`src/rtl/boreal_channel_serializer.sv`:
```
// Serializes a parallel per-channel frame into a channel-multiplexed sample stream.
// One-frame holding buffer in front of the emitter; frames arriving while it is full are dropped and counted.
module boreal_channel_serializer #(
  parameter int CHANNELS   = 8,
  parameter int SAMPLE_W   = 16,
  parameter int CH_W       = 3,
  parameter int GAP_CYCLES = 0
) (
  input  logic                         clk,
  input  logic                         rst_n,
  input  logic [CHANNELS*SAMPLE_W-1:0] frame_data,
  input  logic                         frame_valid,
  output logic                         frame_ready,
  output logic signed [SAMPLE_W-1:0]   filtered_sample,
  output logic [CH_W-1:0]              channel_sel,
  output logic                         sample_valid,
  output logic                         frame_done,
  output logic                         busy,
  output logic [7:0]                   overrun_count
);

  typedef enum logic [1:0] {S_IDLE, S_EMIT, S_GAP} state_t;

  localparam logic [CH_W-1:0] LAST_CH  = CH_W'(CHANNELS - 1);
  localparam logic [3:0]      GAP_INIT = (GAP_CYCLES > 0) ? 4'(GAP_CYCLES - 1) : 4'd0;

  state_t                            state_q, state_d;
  logic [CHANNELS-1:0][SAMPLE_W-1:0] pend_q, pend_d, act_q, act_d;
  logic                              pend_full_q, pend_full_d;
  logic [CH_W-1:0]                   ch_q, ch_d;
  logic [3:0]                        gap_q, gap_d;
  logic [SAMPLE_W-1:0]               sample_q, sample_d;
  logic                              vld_q, vld_d;
  logic                              done_q, done_d;
  logic [7:0]                        ovr_q, ovr_d;
  logic                              load;
  logic                              do_emit;
  logic [CH_W-1:0]                   emit_ch;

  // ch_q is the last emitted channel; in S_EMIT every edge is an output slot.
  always_comb begin
    state_d  = state_q;
    act_d    = act_q;
    ch_d     = ch_q;
    gap_d    = gap_q;
    sample_d = sample_q;
    vld_d    = 1'b0;
    done_d   = 1'b0;
    load     = 1'b0;
    do_emit  = 1'b0;
    emit_ch  = ch_q;

    case (state_q)
      S_IDLE: begin
        if (pend_full_q) begin
          load    = 1'b1;
          do_emit = 1'b1;
          emit_ch = '0;
        end
      end
      S_EMIT: begin
        if (ch_q == LAST_CH) begin
          if (pend_full_q) begin
            load    = 1'b1;
            do_emit = 1'b1;
            emit_ch = '0;
          end else begin
            state_d = S_IDLE;
          end
        end else begin
          do_emit = 1'b1;
          emit_ch = ch_q + CH_W'(1);
        end
      end
      S_GAP: begin
        if (gap_q == 4'd0) begin
          state_d = S_EMIT;
        end else begin
          gap_d = gap_q - 4'd1;
        end
      end
      default: state_d = S_IDLE;
    endcase

    if (load) begin
      act_d = pend_q;
    end

    if (do_emit) begin
      sample_d = act_d[emit_ch];
      ch_d     = emit_ch;
      vld_d    = 1'b1;
      done_d   = (emit_ch == LAST_CH);
      state_d  = (GAP_CYCLES > 0) ? S_GAP : S_EMIT;
      gap_d    = GAP_INIT;
    end
  end

  // A strobe on a load edge refills the buffer being vacated, so it is never an overrun.
  always_comb begin
    pend_d      = pend_q;
    pend_full_d = pend_full_q;
    ovr_d       = ovr_q;

    if (load) begin
      pend_full_d = 1'b0;
    end

    if (frame_valid) begin
      if (!pend_full_q || load) begin
        pend_d      = frame_data;
        pend_full_d = 1'b1;
      end else if (ovr_q != 8'hFF) begin
        ovr_d = ovr_q + 8'd1;
      end
    end
  end

  always_ff @(posedge clk) begin
    if (!rst_n) begin
      state_q     <= S_IDLE;
      pend_q      <= '0;
      act_q       <= '0;
      pend_full_q <= 1'b0;
      ch_q        <= '0;
      gap_q       <= 4'd0;
      sample_q    <= '0;
      vld_q       <= 1'b0;
      done_q      <= 1'b0;
      ovr_q       <= 8'd0;
    end else begin
      state_q     <= state_d;
      pend_q      <= pend_d;
      act_q       <= act_d;
      pend_full_q <= pend_full_d;
      ch_q        <= ch_d;
      gap_q       <= gap_d;
      sample_q    <= sample_d;
      vld_q       <= vld_d;
      done_q      <= done_d;
      ovr_q       <= ovr_d;
    end
  end

  assign frame_ready     = !pend_full_q;
  assign filtered_sample = sample_q;
  assign channel_sel     = ch_q;
  assign sample_valid    = vld_q;
  assign frame_done      = done_q;
  assign busy            = (state_q != S_IDLE);
  assign overrun_count   = ovr_q;

endmodule

```
`config.mk`:
```
export PLATFORM = sky130hd
export DESIGN_NAME = boreal_channel_serializer
export DESIGN_NICKNAME = d
export VERILOG_FILES = /design/src/rtl/boreal_channel_serializer.sv
export SDC_FILE = /design/constraint.sdc
export NUM_CORES = 1
export LEC_CHECK = 0
export CAP_MARGIN = 20
export CORE_MARGIN = 5
export CORE_UTILIZATION = 55
export DETAILED_ROUTE_END_ITERATION = 12
export PLACE_DENSITY_LB_ADDON = 0.1
export SLEW_MARGIN = 20
export SYNTH_ARGS = -nofsm -noshare
export SYNTH_HDL_FRONTEND = slang
export SYNTH_SLANG_ARGS = --single-unit
```
`constraint.sdc`:
```
create_clock -name clk -period 2.32 [get_ports clk]
set_input_delay 0.696 -clock clk [delete_from_list [all_inputs] [get_ports clk]]
set_output_delay 0.696 -clock clk [all_outputs]
set_load 0.05 [all_outputs]
```
==> results of run 1 <==
logic make-up (layout without fill, tap and decap cells):
kind of cell | count (synthesis) | in the layout
fa+ha+maj | 3 | 3
compound gates | 424 | 424
simple gates | 637 | 637
flops | 287 | 287
xor+xnor | 6 | 6
mux | 15 | 15
buf+inv | 128 | 301
power breakdown:
part / internal, mW / switching, mW / leakage, nW
logic: 0.676 / 0.814 / 3.01
clock network: 3.02 / 1.94 / 0.510
registers: 5.14 / 0.170 / 2.34
total: 8.84 / 2.92 / 5.86
critical path: stages, from the launching register on:
cell	delay, ns
sky130_fd_sc_hd__dfxtp_4	0.39
sky130_fd_sc_hd__buf_4	0.15
sky130_fd_sc_hd__buf_4	0.15
sky130_fd_sc_hd__inv_4	0.08
sky130_fd_sc_hd__buf_8	0.14
sky130_fd_sc_hd__buf_8	0.15
layer usage:
metal  up-vias  track usage  routed length [µm]
met5         -            0                   0
met4         0       0.0743                1150
met3        89       0.0467                2660
met2       449        0.401               15600
met1      5234        0.370               15600
li1       5433            -                   -
metrics by stage:
stage	setup WS [ns]	power [mW]	hold WS, ns	instances
after floorplan	0.0550	6.18	0.431	1500
final	0.0233	11.8	0.450	1958
after detailed placement	-0.0626	6.87	0.446	1899
after global routing	0.00288	12.2	0.472	1958
after CTS	0.00998	11.8	0.455	1955
after global placement	-0.0488	6.85	0.439	1899
synthesized netlist by cell type (3+ instances only):
cell type / count / area (µm²)
sky130_fd_sc_hd__nand2_1: 554 / 2080
sky130_fd_sc_hd__dfxtp_1: 287 / 5750
sky130_fd_sc_hd__a21boi_0: 213 / 1600
sky130_fd_sc_hd__buf_2: 59 / 295
sky130_fd_sc_hd__clkbuf_1: 56 / 210
sky130_fd_sc_hd__a21boi_1: 43 / 323
sky130_fd_sc_hd__a221oi_1: 26 / 228
sky130_fd_sc_hd__a21oi_1: 24 / 120
sky130_fd_sc_hd__and3_1: 22 / 138
sky130_fd_sc_hd__a211oi_1: 20 / 150
sky130_fd_sc_hd__o21ai_0: 17 / 85.1
sky130_fd_sc_hd__and2_1: 13 / 81.3
sky130_fd_sc_hd__mux2i_1: 12 / 120
sky130_fd_sc_hd__a22oi_1: 11 / 82.6
sky130_fd_sc_hd__a32o_1: 11 / 110
sky130_fd_sc_hd__a32oi_1: 11 / 96.3
sky130_fd_sc_hd__a2bb2oi_1: 10 / 87.6
sky130_fd_sc_hd__or3b_2: 10 / 87.6
sky130_fd_sc_hd__nor2_1: 8 / 30.0
sky130_fd_sc_hd__nand2b_1: 7 / 43.8
sky130_fd_sc_hd__a41oi_1: 6 / 52.6
sky130_fd_sc_hd__o22ai_1: 6 / 37.5
sky130_fd_sc_hd__buf_1: 5 / 18.8
sky130_fd_sc_hd__a31oi_1: 4 / 25.0
sky130_fd_sc_hd__buf_4: 4 / 30.0
sky130_fd_sc_hd__nor2b_1: 4 / 25.0
sky130_fd_sc_hd__o211ai_1: 4 / 30.0
sky130_fd_sc_hd__o221a_2: 4 / 45.0
sky130_fd_sc_hd__o221ai_1: 4 / 35.0
sky130_fd_sc_hd__xnor2_1: 4 / 35.0
sky130_fd_sc_hd__ha_1: 3 / 37.5
sky130_fd_sc_hd__nand3_1: 3 / 15.0
sky130_fd_sc_hd__nand4_1: 3 / 18.8
sky130_fd_sc_hd__nor3b_1: 3 / 22.5
final cells by class:
cell class	count	area, µm²	area share
flip-flops and latches	287	5750	0.364
well taps	285	357	0.0226
multi-input cells	1085	6160	0.390
clock inverters	13	174	0.0110
repair buffers	244	2470	0.156
clock buffers	41	861	0.0545
inverters	3	13.8	0.000872
state kept, by name, indices dropped and copies added (netlist names):
signal / cells
act_q: 128
pend_q: 128
filtered_sample: 16
overrun_count: 8
channel_sel: 3
frame_done: 1
pend_full_q: 1
sample_valid: 1
state_q: 1
worst paths after layout:
path / startpoint / endpoint / cells after the start
worst max register to register: channel_sel[0]$_SDFFE_PN0P_ / filtered_sample[14]$_SDFFE_PN0P_ / 10
worst min-delay path: pend_q[18]$_SDFFE_PN0P_ / act_q[18]$_SDFF_PN0_ / 2
worst max-delay path: pend_full_q$_SDFF_PN0_ / frame_ready / 5
worst min register to register: pend_q[18]$_SDFFE_PN0P_ / act_q[18]$_SDFF_PN0_ / 2
repair_timing:
| item | CTS | global route |
|---|---|---|
| setup buffers | 2 | 2 |
| pin swaps | 1 | 1 |
| endpoints found under the setup margin | 29 | 141 |
| cloned | 0 | 1 |
| gates resized for setup | 31 | 15 |
==> out/qor.yml, run 1 <==
asyncSetResetFlopFracSynth: 0
holdBufCountCts: 0
synth_simple_gate_area_share: 0.211
critical_path_launch_point_type: "flip-flop"
synth-main-ff-cell: "sky130_fd_sc_hd__dfxtp_1"
core_area_um2: 22400
design.die.area_um2: 25700
worst_setup_path_class: "flip-flop to output port"
wl_per_cell_um: 17.9
finalSetupTns_ns: 0
leading_cell_type_in_the_layout_fill_and_taps_excluded: "sky130_fd_sc_hd__nand2_1"
netlist-cell-type-count: 57
routed_wl_um: 35000
synth_top_family_by_area: "compound AO/OA/AOI/OAI gates"
num_antenna_cells: 0
maximum_number_of_pins_on_one_net_before_global_route_repair: 129
grt_use_total: 0.258
synth_enable_flop_cells: 0
route.vias.total: 11200
insertion_delay_ns: 0.55
final.period_utilization: 0.990
leakage_nw: 5.86
grt_setup_unrepaired: "false"
gp_congestion: 1.02
grt_first_pass_wirelength_um: 54800
post_synth_xor_area_fraction: 0.00424
muxShareOfSynthArea: 0.0142
cts_tree: "built"
grt_overflow: 0
layout_min_cycle_time_ns: 2.30
grt_antenna_before_repair: 1
reg2reg_setup_slack_ns: 0.05
final_cell_area_um2: 15800
yosys_warnings: 0
synth_compound_gate_area_share: 0.258
rows: 55
floorplan.initialDensity: 0.553
layout_overhead_on_the_synthesized_area_pct: 27.2
ys_seq_elements: 287
cp_data_arrival_time_ns: 1.60
critical_path.max_fanout: 9
cts.path.max_buffers: 3
die_height_um: 160
worst_clock_skew_ns: 0.0236
synth.cell_area_um2: 12400
timing.final.setup_violations: 0
largest_voltage_drop_on_the_vdd_net_v: 0.000588
cts_buffers: 29
finish.net_count: 1784
power_density_nw_per_um2: 745
drt_pre_antenna_iters: 5
num_io_pins: 162
netlist_instances: 1500
detail-route-antenna-nets: 0
final_core_util: 0.704
timing_max_transition_violations_final: 0
portBuffers: 161
placed_area_um2: 14600
final_hold_viol_count: 0
relSlewSlack: 0.668
fillCellCount: 1853
synth_adder_area_share: 0.00303
sequential_cell_area_fraction_in_the_yosys_report: 0.463
worstHoldPathType: "flip-flop to flip-flop"
drt_drc_violations_left: 0
via_count_of_the_first_global_routing_pass: 10300
worst-endpoint-required_ns: 1.62
number_of_drc_violations_after_detailed_routing_iteration_0: 1035
htreeDepth: 1
drive_gt1_frac: 0.105
tightest_slew_ns: 0.498
viasPerCell: 5.72
cp-end-kind: "output port"
run_status: "completed"
max_clock_freq_mhz: 435
syn-mean-instance-area_um2: 8.27
cap_viol_max_count: 0
dp_hpwl_um: 24000
die_w_um: 160
number_of_sinks_handled_by_clock_tree_synthesis: 287
postSynthNetCount: 1634
final_cell_mix: "sky130_fd_sc_hd__nand2_1 (552), sky130_fd_sc_hd__dfxtp_1 (284), sky130_fd_sc_hd__a21boi_0 (213)"
cts.root.buffer_cell: "sky130_fd_sc_hd__clkbuf_16"
cts.clk_slew.worst_paths_ns: 0.06
No activity file was read; power rests on OpenSTA's default activity.
==> run 2, diff against run 1 <==
--- a/config.mk
+++ b/config.mk
@@ -10,6 +10,7 @@
 export CORE_UTILIZATION = 55
 export DETAILED_ROUTE_END_ITERATION = 12
 export PLACE_DENSITY_LB_ADDON = 0.1
+export REMOVE_ABC_BUFFERS = 1
 export SLEW_MARGIN = 20
 export SYNTH_ARGS = -nofsm -noshare
 export SYNTH_HDL_FRONTEND = slang
==> out/qor.yml, run 2 (synthesis gave the netlist of run 1 again) <==
post_cts_sizing_count: 30
grt_antenna_before_repair: 0
worst_clock_skew_ns: 0.0120
finish.net_count: 1760
relSlewSlack: 0.575
insertion_delay_ns: 0.55
gp_congestion: 0.822
worst_setup_path_class: "flip-flop to output port"
timing_max_transition_violations_final: 0
critical_path_launch_point_type: "flip-flop"
die_height_um: 160
drive_gt1_frac: 0.0922
cts.clk_slew.worst_paths_ns: 0.06
finalSetupTns_ns: 0
final.period_utilization: 0.964
viasPerCell: 5.59
num_antenna_cells: 0
timing.final.setup_violations: 0
design.die.area_um2: 25700
cells_along_the_critical_path: "dlygate4sd2_1"
holdBufCountCts: 0
routed_wl_um: 31600
grt_first_pass_wirelength_um: 52600
number_of_drc_violations_after_detailed_routing_iteration_0: 639
portBuffers: 161
setup_ws_ns: 0.0844
cts.root.buffer_cell: "sky130_fd_sc_hd__clkbuf_16"
core_area_um2: 22400
detail-route-antenna-nets: 0
final_hold_viol_count: 0
final_cell_mix: "sky130_fd_sc_hd__nand2_1 (552), sky130_fd_sc_hd__dfxtp_1 (285), sky130_fd_sc_hd__a21boi_0 (212)"
final_core_util: 0.693
number_of_sinks_handled_by_clock_tree_synthesis: 287
dp_hpwl_um: 20900
dp_cells: 1879
cp-end-kind: "output port"
critical_path_cell_with_the_highest_stage_delay: "sky130_fd_sc_hd__dlygate4sd2_1"
grt_use_total: 0.241
place_ws_ns: -0.0882
max_stage_delay_ns: 0.56
route.vias.total: 10800
htreeDepth: 1
critical_path_buf_inv_count: 1
num_io_pins: 162
multi_input_comb_area_um2: 6150
fillCellCount: 1855
power_density_nw_per_um2: 762
leakage_nw: 5.74
cts_tree: "built"
cp_data_arrival_time_ns: 1.54
critical_path.max_fanout: 6
leading_cell_type_in_the_layout_fill_and_taps_excluded: "sky130_fd_sc_hd__nand2_1"
grt_setup_unrepaired: "false"
postCtsSetupBuffers: 0
instances_no_fill: 1933
via_count_of_the_first_global_routing_pass: 10300
max_clock_freq_mhz: 447
register_area_um2: 5750
drt_drc_violations_left: 0
floorplan.initialDensity: 0.553
worstHoldPathType: "flip-flop to flip-flop"
grt_overflow: 0
wl_per_cell_um: 16.4
tightest_slew_ns: 0.637
cap_viol_max_count: 0
layout_overhead_on_the_synthesized_area_pct: 25.3
maximum_number_of_pins_on_one_net_before_global_route_repair: 129
rows: 55
cts_buffers: 30
worst-endpoint-required_ns: 1.62
layout_min_cycle_time_ns: 2.24
drt_pre_antenna_iters: 5
run_status: "completed"
cts.path.max_buffers: 3
die_w_um: 160
largest_delay_share_family_worst_path: "buffers and inverters"
largest_voltage_drop_on_the_vdd_net_v: 0.000613
run 2: changes by cell type in the layout (fill, tap and decap cells not counted), moves of 2 or more:
cell,change
sky130_fd_sc_hd__buf_12,-4
sky130_fd_sc_hd__ha_4,-2
sky130_fd_sc_hd__a211oi_2,+2
sky130_fd_sc_hd__buf_4,-17
sky130_fd_sc_hd__a211oi_1,-2
run 2: cell type report:
| class | instances | share of cell area |
|---|---|---|
| clock buffer | 41 | 0.0561 |
| clock inverter | 13 | 0.0134 |
| inverter | 3 | 0.000724 |
| multi-input combinational | 1085 | 0.396 |
| sequential | 287 | 0.370 |
| tap | 285 | 0.0229 |
| timing repair buffer | 219 | 0.141 |
run 2: worst paths after layout:
path / start / to / slack, ns / cells past startpoint
min: pend_q[107]$_SDFFE_PN0P_ / act_q[107]$_SDFF_PN0_ / 0.44 / 2
max: overrun_count[3]$_SDFFE_PN0P_ / overrun_count[3] / 0.08 / 1
max reg2reg: channel_sel[0]$_SDFFE_PN0P_ / overrun_count[7]$_SDFFE_PN0P_ / 0.11 / 8
min reg2reg: pend_q[107]$_SDFFE_PN0P_ / act_q[107]$_SDFF_PN0_ / 0.44 / 2
run 2: stage by stage:
stage / hold slack (ns) / cell area [µm²] / power [mW]
2_1_floorplan: 0.431 / 11800 / 6.07
3_3_place_gp: 0.442 / 14400 / 6.77
3_5_place_dp: 0.444 / 14400 / 6.80
4_1_cts: 0.451 / 15500 / 11.9
5_1_grt: 0.468 / 15500 / 12.3
6_report: 0.444 / 15500 / 11.8
run 2: where the power goes:
group	switching, mW	leakage [nW]	internal, mW	total [mW]
clock	1.97	0.533	3.18	5.14
combinational	0.791	2.86	0.625	1.42
sequential	0.144	2.34	5.14	5.28
run 2: layer usage:
layer	share of wire	track usage
met2	0.46	0.399
met3	0.057	0.0338
met1	0.46	0.330
met4	0.023	0.0661
met5	0	0
